## src/rtl/ifm_arb_pkg.sv

```systemverilog
// Shared defaults and state encoding for the IFM read-port arbiter.
package ifm_arb_pkg;

  localparam int unsigned NR_DEF = 4;
  localparam int unsigned AW_DEF = 11;
  localparam int unsigned DW_DEF = 64;
  localparam int unsigned QD_DEF = 4;
  localparam int unsigned IDW    = $clog2(NR_DEF);

  typedef enum logic [0:0] {
    IDLE  = 1'b0,
    BURST = 1'b1
  } arb_state_e;

endpackage

```

## src/rtl/ifm_ord_fifo.sv

```systemverilog
// Order FIFO of granted channel ids; head names the owner of the next returning read burst.
module ifm_ord_fifo
  import ifm_arb_pkg::*;
#(
  parameter int unsigned DEPTH = QD_DEF,
  parameter int unsigned W     = IDW
) (
  input  logic                     clk,
  input  logic                     rst,
  input  logic                     push,
  input  logic                     pop,
  input  logic [W-1:0]             din,
  output logic [W-1:0]             dout,
  output logic                     full,
  output logic                     empty,
  output logic [$clog2(DEPTH):0]   count
);

  localparam int unsigned PW = $clog2(DEPTH);

  logic [W-1:0]  mem_q [DEPTH];
  logic [PW-1:0] wr_q, wr_d;
  logic [PW-1:0] rd_q, rd_d;
  logic [PW:0]   cnt_q, cnt_d;
  logic          do_push, do_pop;

  assign full    = (cnt_q == (PW+1)'(DEPTH));
  assign empty   = (cnt_q == '0);
  assign count   = cnt_q;
  assign dout    = mem_q[rd_q];
  // A push while full is legal only alongside a pop: the freed slot is the one being written.
  assign do_pop  = pop && !empty;
  assign do_push = push && (!full || do_pop);

  always_comb begin
    wr_d  = wr_q;
    rd_d  = rd_q;
    cnt_d = cnt_q;
    if (do_push) wr_d = wr_q + PW'(1);
    if (do_pop)  rd_d = rd_q + PW'(1);
    cnt_d = cnt_q + (PW+1)'(do_push) - (PW+1)'(do_pop);
  end

  always_ff @(posedge clk or posedge rst) begin
    if (rst) begin
      wr_q  <= '0;
      rd_q  <= '0;
      cnt_q <= '0;
      for (int i = 0; i < int'(DEPTH); i++) mem_q[i] <= '0;
    end else begin
      wr_q  <= wr_d;
      rd_q  <= rd_d;
      cnt_q <= cnt_d;
      if (do_push) mem_q[wr_q] <= din;
    end
  end

endmodule

```

## src/rtl/ifm_rd_arb.sv

```systemverilog
// Round-robin per-burst arbiter for the IFM-buffer read port with in-order data return routing.
module ifm_rd_arb
  import ifm_arb_pkg::*;
#(
  parameter int unsigned NR = NR_DEF,
  parameter int unsigned AW = AW_DEF,
  parameter int unsigned DW = DW_DEF,
  parameter int unsigned QD = QD_DEF,
  localparam int unsigned IW = (NR > 1) ? $clog2(NR) : 1
) (
  input  logic             clk,
  input  logic             rst,
  input  logic [NR*AW-1:0] m_addr,
  input  logic [NR-1:0]    m_addr_first,
  input  logic [NR-1:0]    m_addr_last,
  input  logic [NR-1:0]    m_addr_valid,
  output logic [NR-1:0]    m_addr_ready,
  output logic [AW-1:0]    s_addr,
  output logic             s_addr_first,
  output logic             s_addr_last,
  output logic             s_addr_valid,
  input  logic             s_addr_ready,
  input  logic [DW-1:0]    m_data,
  input  logic             m_data_first,
  input  logic             m_data_last,
  input  logic             m_data_valid,
  output logic             m_data_ready,
  output logic [DW-1:0]    s_data,
  output logic             s_data_first,
  output logic             s_data_last,
  output logic [NR-1:0]    s_data_valid,
  input  logic [NR-1:0]    s_data_ready,
  output logic [IW-1:0]    gnt_id,
  output logic             busy
);

  localparam int unsigned CW = $clog2(QD) + 1;

  arb_state_e    state_q, state_d;
  logic [IW-1:0] rr_q, rr_d;
  logic [IW-1:0] gnt_q, gnt_d;
  logic [IW-1:0] win_id, cand;
  logic          win_found;
  logic          fifo_push, fifo_pop, fifo_full, fifo_empty;
  logic [IW-1:0] fifo_head;
  logic [CW-1:0] fifo_count;
  logic          addr_hs;

  assign gnt_id = gnt_q;
  assign busy   = (state_q == BURST) || (fifo_count != '0);

  // First valid channel scanning upward from the round-robin pointer.
  always_comb begin
    win_found = 1'b0;
    win_id    = rr_q;
    cand      = rr_q;
    for (int unsigned k = 0; k < NR; k++) begin
      cand = IW'((32'(rr_q) + k) % NR);
      if (!win_found && m_addr_valid[cand]) begin
        win_found = 1'b1;
        win_id    = cand;
      end
    end
  end

  always_comb begin
    state_d      = state_q;
    rr_d         = rr_q;
    gnt_d        = gnt_q;
    fifo_push    = 1'b0;
    addr_hs      = 1'b0;
    s_addr       = '0;
    s_addr_first = 1'b0;
    s_addr_last  = 1'b0;
    s_addr_valid = 1'b0;
    m_addr_ready = '0;
    case (state_q)
      IDLE: begin
        if (win_found && !fifo_full) begin
          gnt_d     = win_id;
          fifo_push = 1'b1;
          state_d   = BURST;
        end
      end
      BURST: begin
        s_addr              = m_addr[gnt_q*AW +: AW];
        s_addr_first        = m_addr_first[gnt_q];
        s_addr_last         = m_addr_last[gnt_q];
        s_addr_valid        = m_addr_valid[gnt_q];
        m_addr_ready[gnt_q] = s_addr_ready;
        addr_hs             = m_addr_valid[gnt_q] && s_addr_ready;
        if (addr_hs && m_addr_last[gnt_q]) begin
          rr_d    = (gnt_q == IW'(NR - 1)) ? '0 : gnt_q + IW'(1);
          state_d = IDLE;
        end
      end
      default: state_d = IDLE;
    endcase
  end

  // Return data goes to the FIFO head; nothing is accepted while no burst is outstanding.
  always_comb begin
    s_data       = '0;
    s_data_first = 1'b0;
    s_data_last  = 1'b0;
    s_data_valid = '0;
    m_data_ready = 1'b0;
    fifo_pop     = 1'b0;
    if (!fifo_empty) begin
      s_data                  = m_data;
      s_data_first            = m_data_first;
      s_data_last             = m_data_last;
      s_data_valid[fifo_head] = m_data_valid;
      m_data_ready            = s_data_ready[fifo_head];
      fifo_pop                = m_data_valid && s_data_ready[fifo_head] && m_data_last;
    end
  end

  always_ff @(posedge clk or posedge rst) begin
    if (rst) begin
      state_q <= IDLE;
      rr_q    <= '0;
      gnt_q   <= '0;
    end else begin
      state_q <= state_d;
      rr_q    <= rr_d;
      gnt_q   <= gnt_d;
    end
  end

  ifm_ord_fifo #(
    .DEPTH (QD),
    .W     (IW)
  ) u_ord_fifo (
    .clk   (clk),
    .rst   (rst),
    .push  (fifo_push),
    .pop   (fifo_pop),
    .din   (gnt_d),
    .dout  (fifo_head),
    .full  (fifo_full),
    .empty (fifo_empty),
    .count (fifo_count)
  );

endmodule
```

## config.mk

```make
export PLATFORM = sky130hd
export DESIGN_NAME = ifm_rd_arb
export DESIGN_NICKNAME = d
export VERILOG_FILES = /design/src/rtl/ifm_arb_pkg.sv /design/src/rtl/ifm_ord_fifo.sv /design/src/rtl/ifm_rd_arb.sv
export SDC_FILE = /design/constraint.sdc
export NUM_CORES = 1
export LEC_CHECK = 0
export ABC_CLOCK_PERIOD_IN_PS = 9100
export CORE_AREA = 2 2 85 87
export CTS_CLUSTER_SIZE = 30
export DETAILED_ROUTE_END_ITERATION = 7
export DIE_AREA = 0 0 87 89
export GPL_TIMING_DRIVEN = 0
export MAX_ROUTING_LAYER = met4
export PLACE_DENSITY = 0.9
export SLEW_MARGIN = 20
export SYNTH_ARGS = -nofsm -noshare
export SYNTH_HDL_FRONTEND = slang
export SYNTH_SLANG_ARGS = --single-unit
```

## constraint.sdc

```tcl
create_clock -name clk -period 9.1 [get_ports clk]
set_clock_uncertainty 0.2 [all_clocks]
set_input_delay 0.91 -clock clk [delete_from_list [all_inputs] [get_ports clk]]
set_output_delay 0.91 -clock clk [all_outputs]
set_load 0.005 [all_outputs]
```

* Word level (Yosys, flattened, before mapping)
Index checks and enable logic that the tools add are counted.
Cells by class: add/sub/neg operators 8, $mul 1, magnitude comparators 11, equality and inequality tests 2, shifts and indexed selects 1, mux-type cells 51, bitwise operators 5, reductions and logical operators 23
Operators with widths (count):
- $mux W64 | 1
- $shiftx A44 B7 Y11 | 1
- $mux W1 | 24
- $lt A2 B3 Y1 const B | 6
- $mux W2 | 9
- $bmux W1 S2 | 8
- $logic_and A1 B1 Y1 | 13
- $mux W11 | 1
- $add A2 B1 Y2 const B | 4
- $and A4 B4 Y4 | 2
- $bwmux W8 | 1
- $mux W4 | 2
- $ge A3 B3 Y1 const B | 2
- $mul A2 B4 Y6 const B | 1
- $not A2 Y3 | 2
- $logic_not A1 Y1 | 5
- $add A2 B2 Y2 const B | 2
- $bmux W2 S2 | 1
- $demux W1 S2 | 2
- $demux W2 S2 | 1
- $ge A2 B1 Y1 const B | 2
- $add A3 B1 Y3 | 1
- $eq A3 B3 Y1 const B | 1
- $logic_not A3 Y1 | 1
- other kinds (8) | 9
Storage, ports and cells: register bits 20, bits of input ports 130, logic and storage cells 112

* Depth between registers and ports, before layout
Gate-level depths: netlist of run 1.
depth after elaboration 18, depth in mapped cells 11, gate-level depth less buffers 11

* By module
A second synthesis of run 1 with hierarchy kept.
Second synthesis, totals: cells, all modules 218, area total of the unflattened synthesis 2145.8 µm²
By module, submodules not included:
- ifm_rd_arb | instances 1, cells an instance 161, area an instance 1377.6 µm²
- ifm_ord_fifo | instances 1, cells an instance 57, area an instance 768.2 µm²

* Worst setup path after synthesis of run 1
Ideal clock, no wire load.
kind register -> register, start register u_ord_fifo.rd_q[0], end register u_ord_fifo.cnt_q[2], in the netlist u_ord_fifo.count[2], arrival time 2.628 ns, setup slack 6.146 ns, stages on the path, launching flop included 12, buffers on the path 0, clock period less this slack 2.954 ns, cells stage by stage dfrtp_1 > mux4_2 > mux2i_1 > mux2_4 > nor3_2 > ha_1 > inv_1 > ha_1 > inv_1 > fa_1 > xnor2_1 > xnor2_1
On the way: word-level cells in the longest chain between the ends 14
Ends and longest elaborated chain:
- from (decl) | RTL line ifm_ord_fifo.sv:23 | logic [PW-1:0] rd_q, rd_d;
- from (signal assigned) | RTL line ifm_ord_fifo.sv:52 | rd_q <= rd_d;
- $not A2 Y3 (not written as such) (*) | RTL line ifm_ord_fifo.sv:30 | assign dout = mem_q[rd_q];
- $bmux W2 S2 (*) | RTL line ifm_ord_fifo.sv:30
- $mux W2 (not written as such) (*) (2 in series) | RTL line ifm_ord_fifo.sv:30
- $bmux W1 S2 (*) | RTL line ifm_rd_arb.sv:115 | fifo_pop = m_data_valid && s_data_ready[fifo_head] && m_data_last;
- $mux W1 (not written as such) (*) | RTL line ifm_rd_arb.sv:115
- $logic_and A1 B1 Y1 (*) (2 in series) | RTL line ifm_rd_arb.sv:115
- $mux W1 (*) | RTL line ifm_rd_arb.sv:109 | if (!fifo_empty) begin
- $logic_and A1 B1 Y1 (*) | RTL line ifm_ord_fifo.sv:32 | assign do_pop = pop && !empty;
- named net u_ord_fifo.do_pop | RTL line ifm_ord_fifo.sv:25 | logic do_push, do_pop;
- $logic_or A1 B1 Y1 | RTL line ifm_ord_fifo.sv:33 | assign do_push = push && (!full || do_pop);
- $logic_and A1 B1 Y1 | RTL line ifm_ord_fifo.sv:33
- $add A3 B1 Y3 | RTL line ifm_ord_fifo.sv:41 | cnt_d = cnt_q + (PW+1)'(do_push) - (PW+1)'(do_pop);
- $sub A3 B1 Y3 (*) | RTL line ifm_ord_fifo.sv:41
- named net u_ord_fifo.cnt_d[2] | RTL line ifm_ord_fifo.sv:24 | logic [PW:0] cnt_q, cnt_d;
- to (signal assigned) | RTL line ifm_ord_fifo.sv:53 | cnt_q <= cnt_d;
- to (decl) | RTL line ifm_ord_fifo.sv:24
The timed path passes the listed nets; every way through them passes the cells marked *. The select of a mux whose other input is x is not followed. A chain may end at the register's enable or synchronous reset.

* Worst setup path after layout of run 1
start input port m_addr_valid[3], end output port s_addr_valid
On the way: word-level cells in the longest chain between the ends 3
Ends and longest elaborated chain:
- from (decl) | RTL line ifm_rd_arb.sv:16 | input logic [NR-1:0] m_addr_valid,
- $bmux W1 S2 | RTL line ifm_rd_arb.sv:89 | s_addr_valid = m_addr_valid[gnt_q];
- $mux W1 (not written as such) | RTL line ifm_rd_arb.sv:89
- $mux W1 | RTL line ifm_rd_arb.sv:77 | case (state_q)
- to (decl) | RTL line ifm_rd_arb.sv:21 | output logic s_addr_valid,
No other way between the ends. The select of a mux whose other input is x is not followed.

==> results of run 1 <==
==> worst max-delay path, stage by stage <==
cell and delay (ns):
clkdlybuf4s50_1 0.53, mux4_2 0.53, and2_1 0.17, clkdlybuf4s50_1 0.46
==> worst paths after layout <==
| check | depth (start not counted) | startpoint | endpoint |
|---|---|---|---|
| setup / recovery | 4 | m_addr_valid[3] | s_addr_valid |
| hold / removal | 1 | u_ord_fifo.mem_q[0] | u_ord_fifo.mem_q[0] |
| setup reg to reg | 11 | u_ord_fifo.rd_q[0] | u_ord_fifo.count[2] |
| hold reg to reg | 1 | u_ord_fifo.mem_q[0] | u_ord_fifo.mem_q[0] |
| max in group asynchronous | 2 | rst | u_ord_fifo.count[0] |
| min in group asynchronous | 2 | rst | u_ord_fifo.rd_q[1] |
==> kinds of logic after synthesis <==
logic type | Yosys count
flip-flops | 20
AND/OR/NAND/NOR | 115
XOR/XNOR | 5
multiplexers | 29
adder cells (fa/ha/maj) | 11
buffers and inverters | 24
AO/OA/AOI/OAI | 13
==> per-layer routing <==
metal / track usage, % / up-vias / routed length, microns
met2: 42.1 / 112 / 4900
met3: 4.62 / 8 / 678
met4: 3.84 / 0 / 70
met5: - / - / 0
met1: 23.1 / 1173 / 3150
li1: - / 1178 / -
==> power groups by stage <==
stage,Sequential [mW],Clock [mW],Combinational [mW]
after floorplan,0.165,0,0.368
after global placement,0.172,0,0.728
after detailed placement,0.176,0,0.751
after CTS,0.175,0.0669,0.758
after global routing,0.179,0.0711,0.813
final,0.175,0.0662,0.748
==> stage by stage <==
step	area [sq um]	hold WS [ns]	util (%)	worst slack, ns	std cells
3_3_place_gp	4380	0.282	65.1	5.44	518
3_5_place_dp	4380	0.293	65.1	5.41	518
5_1_grt	4430	0.323	65.9	5.32	522
2_1_floorplan	2060	0.259	-	6.15	217
6_report	4430	0.306	65.9	5.39	522
4_1_cts	4430	0.309	65.9	5.40	522
==> sequential cells by signal, summed over array words and instances, names as in the netlist <==
name / flops
u_ord_fifo.rd_q: 2
u_ord_fifo.wr_q: 2
u_ord_fifo.count: 3
u_ord_fifo.mem_q: 8
rr_q: 2
gnt_id: 2
state_q: 1
==> final cells by class <==
type,instances,area (sq um),area share (%)
plain buffers,14,56.3,1.27
clock buffers,4,55.1,1.24
well taps,80,100,2.26
multi-input cells,173,1470,33.2
inverters,10,37.5,0.847
flip-flops and latches,20,500,11.3
repair buffers,221,2210,49.9
==> cell usage in the layout (no fill, tap or decap), types with 2 or more instances in the layout <==
master           count
nor3_1               3
o21ai_0              5
nor2_1               5
dfrtp_1             20
a21oi_1              3
and2_1              81
nand3_1              2
clkbuf_1            11
a21o_1               2
and3_1               4
nor2b_1              3
ha_1                10
mux2_1               2
mux2i_1              2
nand2_1             11
inv_1               10
clkdlybuf4s50_1    221
buf_2                3
xnor2_1              3
clkbuf_8             4
mux2_2               8
xor2_1               2
mux4_2              15
==> implementation parameters, run 1 <==
Parameter                              Value

Placement
  Weighted congestion at the end of routability-driven global placement ... 0.843
  Hpwl dp ... 7490 microns
  Port Buf Inserts ... 221

Critical path
  R2R setup slack ... 6.01 ns
  Arrival time reported for the critical path endpoint ... 2.60 ns
  Required time at the worst-slack endpoint ... 7.99 ns
  CP startpoint kind ... primary input
  Kind of end point of the critical path ... output port
  Crit path kind ... primary input to output port
  Highest net fanout along the worst path ... 8

Route
  Drt via density ... 4.73
  Routed WL per cell ... 16.9 microns
  Total DRC errors in the routed layout ... 0
  Antenna-violating nets left ... 0
  Final wirelength ... 8800 microns
  Initial DRC Count ... 61
  Number of search-and-repair iterations in the first detailed-routing pass ... 4
  Vias post-DR ... 2471

Clocking
  Post-CTS setup buffer count ... 0
  Worst skew pair latency ... 0.25 ns
  Buffer depth of the longest clock path ... 2
  Cts-stage hold buffer count ... 0
  Post-CTS sizing ... 0
  Number of clock sinks ... 20
  CTS H-Tree Depth ... 1
  Clock tree from TritonCTS ... built
  Number of buffers created by CTS ... 3
  Clock transition at the registers of the reported paths ... 0.07 ns
  Clock Tree Root ... clkbuf_8

Global routing
  Aggregate global-route resource usage ... 21.9%
  Maximum number of pins on one net before global-route repair ... 21
  Remaining Overflow, GRT ... 0
  Wire length of the first global-routing pass ... 12700 microns
  Initial antenna violation count ... 0
  Via count of the first global-routing pass ... 2584

Cells and area
  Fraction of layout instances using a drive strength above 1 ... 7.69%
  Number of nets in the finished design ... 584
  Area growth syn-to-layout ... 115%
  N_diodes ... 0
  Total of fill cells in the finished design ... 531

STA
  Max_slew headroom ... 50.5%
  RSZ-0062 raised after global routing ... false
  Clock period minus worst slack ... 3.71 ns
  Slew Viols, Final ... 0
  Final-report setup violation count ... 0
  Final-layout setup total negative slack ... 0 ns
  Fmax achieved ... 269 MHz
  Count of final hold-check violations ... 0
  Tightest Pin Transition ... 0.734 ns
  Part of the cycle the worst path needs ... 40.8%

Yosys
  Synthesized area divided by synthesized cell count ... 9.51 sq um
  Ranking of synthesized cells by instance count ... and2_1 (81), dfrtp_1 (20), mux4_2 (15)
  Number of distinct library cell variants in the gate-level netlist after synthesis ... 33
  Net count after synthesis ... 358
  Seq/Total Area, Yosys ... 24.3%
  XOR/XNOR Fraction of Synth Area ... 2.12%
  Compound-Gate Fraction of Synth Area ... 3.94%
  Most common cell in the netlist ... and2_1
  Proportion of netlist area held by the largest area contributor ... 24.6%
  Area contributors post-synth ... and2_1 (25%), dfrtp_1 (24%), mux4_2 (16%)
  Synthesized cell area ... 2060 sq um
  Biggest area consumer among synthesized cells ... and2_1
  Number of warning messages in the yosys log ... 0
  Post-synthesis instance total ... 217
  Post-synthesis adder-cell area fraction ... 7.03%
  Synth Register Bits ... 20
  Simple-gate share of the synthesized area ... 33.3%
  Top flip-flop cell by instance count after synthesis ... dfrtp_1
  EDFF count, synth ... 0
  Multiplexer area fraction after synthesis ... 24.8%
  Main combinational cell family by area after synthesis ... simple AND/OR/NAND/NOR gates
  Post-synthesis async set-or-reset flop share ... 100%

Power and ir drop
  Clock network fraction of design power ... 6.7%
  Sw Pwr ... 353 uW
  Post-route total power ... 989 uW
  Areal power density over the cells ... 223 nW/um^2
  Combinational group share of total power ... 75.7%
  Peak VDD IR ... 0.000108 V
  LEAKAGE ... 1.76 nW
  Switching share of total power ... 35.7%
  Cell-internal power ... 636 uW
  Fraction of power consumed by sequential logic ... 17.7%

Run status
  Outcome ... completed

Floorplanning
  Vertical die dimension ... 89 microns
  Initial Utilization ... 30.7%
  Die area ... 7740 sq um
  Die Width ... 87 microns
  Cell row count ... 30
  Floorplan core area ... 6720 sq um
  Top-level I/O count ... 222

Flow run
  Max-capacitance violation count ... 0

Hold path
  Worst hold path type ... flip-flop to flip-flop
No activity file was read; power rests on OpenSTA's default activity.
==> run 2, diff against run 1 <==
ABC_CLOCK_PERIOD_IN_PS = 3100   (was 9100)
CORE_AREA = not set   (was 2 2 85 87)
CORE_ASPECT_RATIO = 1.25   (was not set)
CORE_UTILIZATION = 26   (was not set)
DIE_AREA = not set   (was 0 0 87 89)
PLACE_DENSITY = 0.82   (was 0.9)
clock period = 3.1 ns   (was 9.1 ns; I/O delays follow)
==> run 2 against run 1 <==
Compared with the run above: sequential power grew to 3.0 times the previous value; largest power group unchanged; wire length fell by 5.4%; total power rose to 2.9 times the previous value; die area grew 7.2%.
==> implementation parameters, run 2 (synthesis results as in run 1) <==
Parameter                              Value

Run status
  Outcome ... completed

Power and ir drop
  Cell-internal power ... 1.88 mW
  Areal power density over the cells ... 654 nW/um^2
  Switching share of total power ... 35.5%
  Peak VDD IR ... 0.000290 V
  LEAKAGE ... 1.76 nW
  Sw Pwr ... 1.04 mW
  Combinational group share of total power ... 76.5%
  Post-route total power ... 2.92 mW
  Fraction of power consumed by sequential logic ... 17.7%
  Clock network fraction of design power ... 5.8%

Global routing
  Aggregate global-route resource usage ... 19.4%
  Remaining Overflow, GRT ... 0
  Via count of the first global-routing pass ... 2485
  Maximum number of pins on one net before global-route repair ... 21
  Initial antenna violation count ... 0
  Wire length of the first global-routing pass ... 12000 microns

STA
  Final-layout setup total negative slack ... 0 ns
  Final-report setup violation count ... 0
  Clock period minus worst slack ... 3.05 ns
  Fin worst setup slack ... 0.0542 ns
  Count of final hold-check violations ... 0
  Fmax achieved ... 328 MHz
  Part of the cycle the worst path needs ... 98.3%
  Slew Viols, Final ... 0
  RSZ-0062 raised after global routing ... true
  Max_slew headroom ... 50.0%
  Worst hold slack across all endpoints ... 0.279 ns
  Tightest Pin Transition ... 0.749 ns

Clocking
  Number of clock sinks ... 20
  Clock transition at the registers of the reported paths ... 0.07 ns
  Clock Tree Root ... clkbuf_8
  Cts-stage hold buffer count ... 0
  Buffer depth of the longest clock path ... 2
  CTS H-Tree Depth ... 1
  Worst skew pair latency ... 0.26 ns
  Number of buffers created by CTS ... 3
  Clock tree from TritonCTS ... built

Cells and area
  Number of nets in the finished design ... 586
  Fraction of layout instances using a drive strength above 1 ... 9.26%
  Commonest non-fill, non-tap cell in the layout ... clkdlybuf4s50_1
  Largest reg by FF count ... u_ord_fifo.mem_q
  Largest register FFs ... 8
  Area growth syn-to-layout ... 116%
  Total of fill cells in the finished design ... 639
  Commonest cells after routing, fill and taps aside ... clkdlybuf4s50_1 (221), and2_1 (81), dfrtp_1 (19)
  Utilization of the core after routing ... 59.2%
  N_diodes ... 0

Route
  Final wirelength ... 8320 microns
  Vias post-DR ... 2457
  Initial DRC Count ... 80
  Antenna-violating nets left ... 0
  Drt via density ... 4.59
  Number of search-and-repair iterations in the first detailed-routing pass ... 4
  Total DRC errors in the routed layout ... 0
  Routed WL per cell ... 15.6 microns

Critical path
  Arrival time reported for the critical path endpoint ... 2.98 ns
  Category of cells accounting for the largest share of critical-path delay ... multiplexers
  Max incr delay on CP ... 0.57 ns
  Highest net fanout along the worst path ... 4
  Required time at the worst-slack endpoint ... 3.03 ns
  Cell type with the highest occurrence count on the critical path ... ha_1
  Kind of end point of the critical path ... flip-flop
  Reg-to-reg critical path endpoint ... u_ord_fifo.count[2]
  R2R setup slack ... 0.05 ns
  Worst path buffer plus inverter count ... 2
  Worst-path cell chain ... mux4_2 > mux2i_1 > mux2_4 > nor3_4 > ha_1 > inv_1 > ha_1 > inv_2 > fa_2 > xnor2_2 > xnor2_1
  Crit path kind ... flip-flop to flip-flop
  Worst-case reg-to-reg path depth ... 11
  Startpoint of the worst register-to-register path ... u_ord_fifo.rd_q[0]
  Number of logic stages on the critical path including buffering ... 11
  CP startpoint kind ... flip-flop
  Critical-path cell with the highest stage delay ... mux4_2

Floorplanning
  Die area ... 8300 sq um
  Floorplan core area ... 7530 sq um
  Cell row count ... 35
  Die Width ... 81.7 microns
  Top-level I/O count ... 222
  Initial Utilization ... 27.4%
  Vertical die dimension ... 102 microns

Placement
  Worst setup slack before clock tree synthesis ... -0.0854 ns
  Port Buf Inserts ... 221
  Weighted congestion at the end of routability-driven global placement ... 0.830
  Hpwl dp ... 7060 microns

Hold path
  Worst hold path type ... primary input to asynchronous set/reset pin

Flow run
  Max-capacitance violation count ... 0
-- run 2: power by group through the flow --
stage,sequential (mW),clock (mW),combinational [mW]
floorplan,0.483,0,1.08
global placement,0.503,0,2.15
detailed placement,0.515,0,2.19
CTS,0.515,0.171,2.24
global route,0.540,0.179,2.44
finish,0.517,0.169,2.23
-- run 2: how the worst max path moves through the flow --
| stage | startpoint | to | slack (ns) |
|---|---|---|---|
| floorplan | u_ord_fifo.rd_q[0] | u_ord_fifo.count[2] | 0.15 |
| global placement | u_ord_fifo.rd_q[0] | u_ord_fifo.count[2] | -0.007 |
| detailed placement | u_ord_fifo.rd_q[0] | u_ord_fifo.count[2] | -0.09 |
| CTS | u_ord_fifo.rd_q[0] | u_ord_fifo.count[2] | 0.04 |
| global route | u_ord_fifo.rd_q[0] | u_ord_fifo.count[2] | -0.08 |
| finish | u_ord_fifo.rd_q[0] | u_ord_fifo.count[2] | 0.05 |
-- run 2: timing repair --
action,CTS,global route
endpoints found under the setup margin,1,9
gates resized for setup,4,4
buffers inserted,1,1
-- run 2: layer usage --
layer  vias to the layer above  part of all wire, %  global-route usage (%)
met4                         0                 0.85                    2.83
met5                         -                    0                       -
met3                        10                   10                    4.50
li1                       1186                    -                       -
met1                      1140                   36                    21.1
met2                       121                   52                    36.1
-- run 2: layout make-up --
cell class                 count  area [sq um]  area share [%]
timing repair buffer         223          2230            49.9
multi-input combinational    173          1480            33.2
sequential                    20           502            11.2
tap                           92           115            2.58
buffer                        14          57.6            1.29
clock buffer                   3          41.3           0.925
inverter                      10          37.5           0.841
-- run 2: through the flow --
step | area [sq um] | instances
after CTS | 4450 | 534
after global routing | 4460 | 535
final | 4460 | 535
after detailed placement | 4390 | 530
after floorplan | 2060 | 217
after global placement | 4390 | 530
